--- src/rtl/control_lecturas_mem_externa_2d.sv ---
// control_lecturas_mem_externa_2d: fetches an ancho_img x alto_img window from external memory, one read at a time, gated by buffer space
// Ports: clk, reset (sync, active-high); iniciar starts a transfer from REPOSO; buf_space_available gates each read;
//   direccion_mem_inicio_img / ancho_img / alto_img / paso_linea are latched on start; lectura_mem_completada acks the read;
//   read_mem / address_mem form the memory request; save_mem_data pulses per returned word; ocupado is high outside REPOSO;
//   terminado pulses once after the last read; error_timeout is the sticky timeout flag.
// Optional feature: define CONTROL_LECTURAS_TIMEOUT_EN to abort a read after TIMEOUT_CICLOS cycles without acknowledge.
module control_lecturas_mem_externa_2d #(
  parameter int ADDR_W = 21,
  parameter int DIM_W = 11,
  parameter int TIMEOUT_CICLOS = 255
) (
  input  logic              clk,
  input  logic              reset,
  input  logic              iniciar,
  input  logic              buf_space_available,
  input  logic [ADDR_W-1:0] direccion_mem_inicio_img,
  input  logic [DIM_W-1:0]  ancho_img,
  input  logic [DIM_W-1:0]  alto_img,
  input  logic [ADDR_W-1:0] paso_linea,
  input  logic              lectura_mem_completada,
  output logic              read_mem,
  output logic [ADDR_W-1:0] address_mem,
  output logic              save_mem_data,
  output logic              ocupado,
  output logic              terminado,
  output logic              error_timeout
);
  localparam logic [1:0] REPOSO = 2'd0, ESPERA_BUF = 2'd1, LEER = 2'd2, FIN = 2'd3;
  logic [1:0] estado;
  logic [DIM_W-1:0] ancho_l, alto_l, col, fila;
  logic [ADDR_W-1:0] paso_l, dir_fila, sig_fila;
  logic ultima_col, ultima_fila;
  assign sig_fila = dir_fila + paso_l;
  assign ultima_col = col == ancho_l - DIM_W'(1);
  assign ultima_fila = fila == alto_l - DIM_W'(1);
`ifdef CONTROL_LECTURAS_TIMEOUT_EN
  localparam int TW = $clog2(TIMEOUT_CICLOS + 1) > 8 ? $clog2(TIMEOUT_CICLOS + 1) : 8;
  logic [TW-1:0] cnt;
`else
  // Feature disabled: the flag can never rise (the comparison is constant false).
  assign error_timeout = TIMEOUT_CICLOS < 0;
`endif
  always_ff @(posedge clk) begin
    if (reset) begin
      estado <= REPOSO;
      read_mem <= 1'b0;
      address_mem <= '0;
      save_mem_data <= 1'b0;
      ocupado <= 1'b0;
      terminado <= 1'b0;
      ancho_l <= '0;
      alto_l <= '0;
      col <= '0;
      fila <= '0;
      paso_l <= '0;
      dir_fila <= '0;
`ifdef CONTROL_LECTURAS_TIMEOUT_EN
      cnt <= '0;
      error_timeout <= 1'b0;
`endif
    end else begin
      save_mem_data <= 1'b0;
      terminado <= 1'b0;
      case (estado)
        REPOSO: if (iniciar) begin
          ancho_l <= ancho_img;
          alto_l <= alto_img;
          paso_l <= paso_linea;
          col <= '0;
          fila <= '0;
          dir_fila <= direccion_mem_inicio_img;
          address_mem <= direccion_mem_inicio_img;
          ocupado <= 1'b1;
          estado <= (ancho_img == '0 || alto_img == '0) ? FIN : ESPERA_BUF;
`ifdef CONTROL_LECTURAS_TIMEOUT_EN
          error_timeout <= 1'b0;
`endif
        end
        ESPERA_BUF: if (buf_space_available) begin
          read_mem <= 1'b1;
          estado <= LEER;
`ifdef CONTROL_LECTURAS_TIMEOUT_EN
          cnt <= '0;
`endif
        end
        LEER: if (lectura_mem_completada) begin
          read_mem <= 1'b0;
          save_mem_data <= 1'b1;
          if (!ultima_col) begin
            col <= col + DIM_W'(1);
            address_mem <= address_mem + ADDR_W'(1);
            estado <= ESPERA_BUF;
          end else if (!ultima_fila) begin
            col <= '0;
            fila <= fila + DIM_W'(1);
            dir_fila <= sig_fila;
            address_mem <= sig_fila;
            estado <= ESPERA_BUF;
          end else begin
            estado <= FIN;
          end
        end
`ifdef CONTROL_LECTURAS_TIMEOUT_EN
        else if (cnt == TW'(TIMEOUT_CICLOS - 1)) begin
          read_mem <= 1'b0;
          error_timeout <= 1'b1;
          ocupado <= 1'b0;
          estado <= REPOSO;
        end else begin
          cnt <= cnt + TW'(1);
        end
`endif
        default: begin
          terminado <= 1'b1;
          ocupado <= 1'b0;
          estado <= REPOSO;
        end
      endcase
    end
  end
endmodule
--- config.mk ---
export PLATFORM = sky130hd
export DESIGN_NAME = control_lecturas_mem_externa_2d
export DESIGN_NICKNAME = d
export VERILOG_FILES = /design/src/rtl/control_lecturas_mem_externa_2d.sv
export SDC_FILE = /design/constraint.sdc
export NUM_CORES = 1
export LEC_CHECK = 0
export BUFFER_PORTS_ARGS = -buffer_cell sky130_fd_sc_hd__buf_2
export CAP_MARGIN = 20
export CORE_MARGIN = 3
export CORE_UTILIZATION = 63
export CTS_CLUSTER_SIZE = 14
export DETAILED_ROUTE_END_ITERATION = 10
export PLACE_DENSITY_LB_ADDON = 0.2
export SKIP_LAST_GASP = 1
export SYNTH_ARGS = -nofsm -noshare
export SYNTH_HDL_FRONTEND = slang
export SYNTH_SLANG_ARGS = --single-unit
--- constraint.sdc ---
create_clock -name clk -period 8.1 [get_ports clk]
set_input_delay 1.215 -clock clk [delete_from_list [all_inputs] [get_ports clk]]
set_output_delay 1.215 -clock clk [all_outputs]
set_load 0.1 [all_outputs]
==> results.sh <==
export IMPL_post_cts_buffers=0
export IMPL_synth_commonest_cells="nand2_1, dfxtp_1, a21oi_1"
export IMPL_r2r_cells=10
export IMPL_synthMostInstantiatedCell="nand2_1"
export IMPL_first_pass_iters=5
export IMPL_synth_ff_latch_count=113
export IMPL_dieArea_sq_um=12300
export IMPL_htree_num_levels=4
export IMPL_yosys_top_cells_area="dfxtp_1, nand2_1, a21oi_1, ha_1, nor2_1"
export IMPL_drt_iter0_markers=588
export IMPL_final_cells=1125
export IMPL_synth_enable_flop_cells=0
export IMPL_report_final_slew_viol_count=0
export IMPL_ctsHoldBuffers=0
export IMPL_setup_viol=0
export IMPL_max_stage_delay_ns=0.53
export IMPL_crit_required_ns=8.50
export IMPL_drc=0
export IMPL_drv_cap=0
export IMPL_critical_path_max_fanout=5
export IMPL_drt_vias_per_instance=6.28
export IMPL_cp_endpoint="address_mem[18]$_SDFFE_PP0P_"
export IMPL_initial_core_util_pct=66.0
export IMPL_grt_use_total_pct=30.3
export IMPL_antenna_found_initial=0
export IMPL_synthMuxAreaShare_pct=2.50
export IMPL_hold_violations=0
export IMPL_hold_path_depth=2
export IMPL_yosys_warnings=0
export IMPL_start_kind="flop"
export IMPL_path_class="reg -> reg"
export IMPL_place_congestion=0.961
export IMPL_clock_latency_ns=0.52
export IMPL_root_buffer="clkbuf_8"
export IMPL_place_inst=1091
export IMPL_synth_area_leader_cell="dfxtp_1"
export IMPL_multi_input_area_sq_um=4430
export IMPL_synthArstFlopShare_pct=0
export IMPL_die_h_um=111
export IMPL_status="completed"
export IMPL_synth_compound_area_share_pct=23.9
export IMPL_seqPwrFrac_pct=28.1
export IMPL_finalSetupTns_ns=0
export IMPL_grt_max_degree=84
export IMPL_synth_fa_ha_area_share_pct=5.50
export IMPL_max_freq_mhz=270
export IMPL_grt_pass1_wl_um=31400
export IMPL_timing_rr_end="address_mem[18]$_SDFFE_PP0P_"
export IMPL_rsz0062_at_grt="no"
export IMPL_ant_nets=0
export IMPL_vias=7061
export IMPL_switching_power_mw=1.40
export IMPL_cts_resized=0
export IMPL_power_frac_comb_pct=48.8
export IMPL_hold_class="reg -> reg"
export IMPL_n_antenna_cell=0
export IMPL_cts_path_max_buffers=2
export IMPL_r2r_slack_ns=4.39
export IMPL_clkSinkCount=113
export IMPL_ys_seq_area_share_pct=32.5
export IMPL_layout_min_cycle_time_ns=3.71
export IMPL_yosys_area_share_simple_pct=24.6
export IMPL_irDropWorstVdd_mv=0.310
export IMPL_cp_top_family="compound AO/OA/AOI/OAI gates"
export IMPL_powerDensity_nw_per_um2=370
export IMPL_nets=1075
export IMPL_cp_cell_sequence="ha_1, fa_1, a211o_1, a2111oi_0, o21ai_0, o211ai_1, or3b_2, o2111a_1, a221oi_1, a21oi_1"
export IMPL_n_fill_cell=811
export IMPL_layout_drive_gt1_share_pct=15.0
export IMPL_cp_end_kind="flop"
export IMPL_cp_buffers_inverters=0
export IMPL_synth_top_area_share_pct=32.5
export IMPL_clk_pin_slew_ns=0.06
export IMPL_worstMarginPinSlew_ns=1.06
export IMPL_avgRoutedWirePerCell_um=16.7
export IMPL_synth_top_family_by_area="simple AND/OR/NAND/NOR gates"
export IMPL_register_area_sq_um=2260
export IMPL_grt_ovfl_total=0
export IMPL_syn_nets=1007
export IMPL_fin_ws_ns=4.39
export IMPL_die_w_um=111
export IMPL_io_pins=95
export IMPL_crit_arrival_ns=4.11
export IMPL_intPower_mw=1.55
export IMPL_first_global_vias=6648
export IMPL_switching_share_pct=47.5
export IMPL_avgSynthCellArea_sq_um=7.67
export IMPL_leakage_nw=3.28
export IMPL_pwr_share_clk_pct=23.0
export IMPL_crit_slowest_cell="a2111oi_0"
export IMPL_relSlewSlack_pct=28.8
export IMPL_postSynthCellCount=908
export IMPL_post_place_ws_ns=4.37
export IMPL_design_core_area_sq_um=10600
export IMPL_final_setup_skew_ns=0.0101
export IMPL_rr_startpoint="paso_l[0]$_SDFFE_PP0P_"
export IMPL_wirelength_um=18800
export IMPL_placementRows=37
export IMPL_areaGrowthSynthToFinish_pct=15.0
export IMPL_cp_startpoint="paso_l[0]$_SDFFE_PP0P_"
export IMPL_cts_tree="done"
export IMPL_worst_path_stages=10
export IMPL_numCtsBuffers=17
export IMPL_synthXorXnorAreaFrac_pct=6.79
export IMPL_timing_hold_ws_ns=0.463
export IMPL_place_hpwl_um=13000
export IMPL_synth_cell_types=78
export IMPL_fin_util_pct=75.9
export IMPL_io_buffers=93
export IMPL_ys_flop_type="dfxtp_1"
export IMPL_netlist_area_sq_um=6960
export IMPL_finalCritPeriodShare_pct=45.8
-- area by class of cell --
cell class / count / share of cell area (%)
Tap cell: 136 / 2.13
Clock inverter: 6 / 0.688
Multi-Input combinational cell: 722 / 55.3
Timing Repair Buffer: 103 / 6.75
Inverter: 19 / 0.891
Sequential cell: 113 / 28.3
Clock buffer: 26 / 5.97
-- layer usage --
layer  share of wire [%]  vias up  wire length (um)  GRT usage, %
met5                   0        -                 0             0
met1                  41     3284              7770          37.2
met3                 6.5       64              1210          6.00
met2                  48      295              9030          51.3
li1                    -     3418                 -             -
met4                 4.0        0               758          13.9
-- cell usage in the layout, fill, tap and decap left out, drive strengths merged, types with 8 or more instances in the layout --
cell    netlist  final
nand2       135    135
dfxtp       113    113
buf           7    103
a21oi       100    100
nor2         84     84
o21ai        42     42
xnor2        31     31
ha           29     29
nor3         27     27
clkbuf       47     26
xor2         23     23
nand3        23     23
a211oi       21     21
inv          19     19
mux2i        14     14
nor4         14     14
nor2b        11     11
o211ai       11     11
a31oi        10     10
and3         10     10
a22o          8      8
-- how the worst min path moves through the flow --
stage / start / slack (ns) / to
5_1_grt: paso_l[0]$_SDFFE_PP0P_ / 0.48 / paso_l[0]$_SDFFE_PP0P_
4_1_cts: paso_l[15]$_SDFFE_PP0P_ / 0.46 / paso_l[15]$_SDFFE_PP0P_
3_3_place_gp: dir_fila[2]$_SDFFE_PP0P_ / 0.45 / dir_fila[2]$_SDFFE_PP0P_
2_1_floorplan: dir_fila[2]$_SDFFE_PP0P_ / 0.44 / dir_fila[2]$_SDFFE_PP0P_
3_5_place_dp: paso_l[15]$_SDFFE_PP0P_ / 0.45 / paso_l[15]$_SDFFE_PP0P_
6_report: paso_l[15]$_SDFFE_PP0P_ / 0.46 / paso_l[15]$_SDFFE_PP0P_
-- logic make-up after synthesis --
logic type / after synthesis
simple gates: 361
fa+ha+maj: 30
other cells: 1
flops: 113
xor+xnor: 54
buf+inv: 73
compound gates: 259
mux: 17
-- power groups by stage --
stage | Combinational [mW] | Clock (mW) | Sequential, mW
detailed placement | 1.42 | 0 | 0.838
global placement | 1.40 | 0 | 0.835
global route | 1.57 | 0.710 | 0.851
finish | 1.44 | 0.681 | 0.833
floorplan | 0.815 | 0 | 1.15
CTS | 1.43 | 0.681 | 0.829
-- registers in the layout, summed over array words and instances, names as in the netlist, 2 cells and up --
| register | count |
|---|---|
| paso_l | 21 |
| fila | 11 |
| address_mem | 21 |
| col | 11 |
| alto_l | 11 |
| ancho_l | 11 |
| estado | 2 |
| dir_fila | 21 |
-- worst reg2reg max path, stage by stage (launching register included) --
cell       delay, ns
dfxtp_1         0.31
ha_1            0.24
fa_1            0.44
a211o_1         0.30
a2111oi_0       0.53
o21ai_0         0.33
o211ai_1        0.37
or3b_2          0.49
o2111a_1        0.18
a221oi_1        0.28
a21oi_1         0.12
-- metrics by stage --
step           power (mW)  area, sq um
2_1_floorplan        1.96         6960
3_3_place_gp         2.23         7460
5_1_grt              3.13         8010
3_5_place_dp         2.25         7460
6_report             2.96         8010
4_1_cts              2.94         7990
Power figures use the tool's default switching activity.
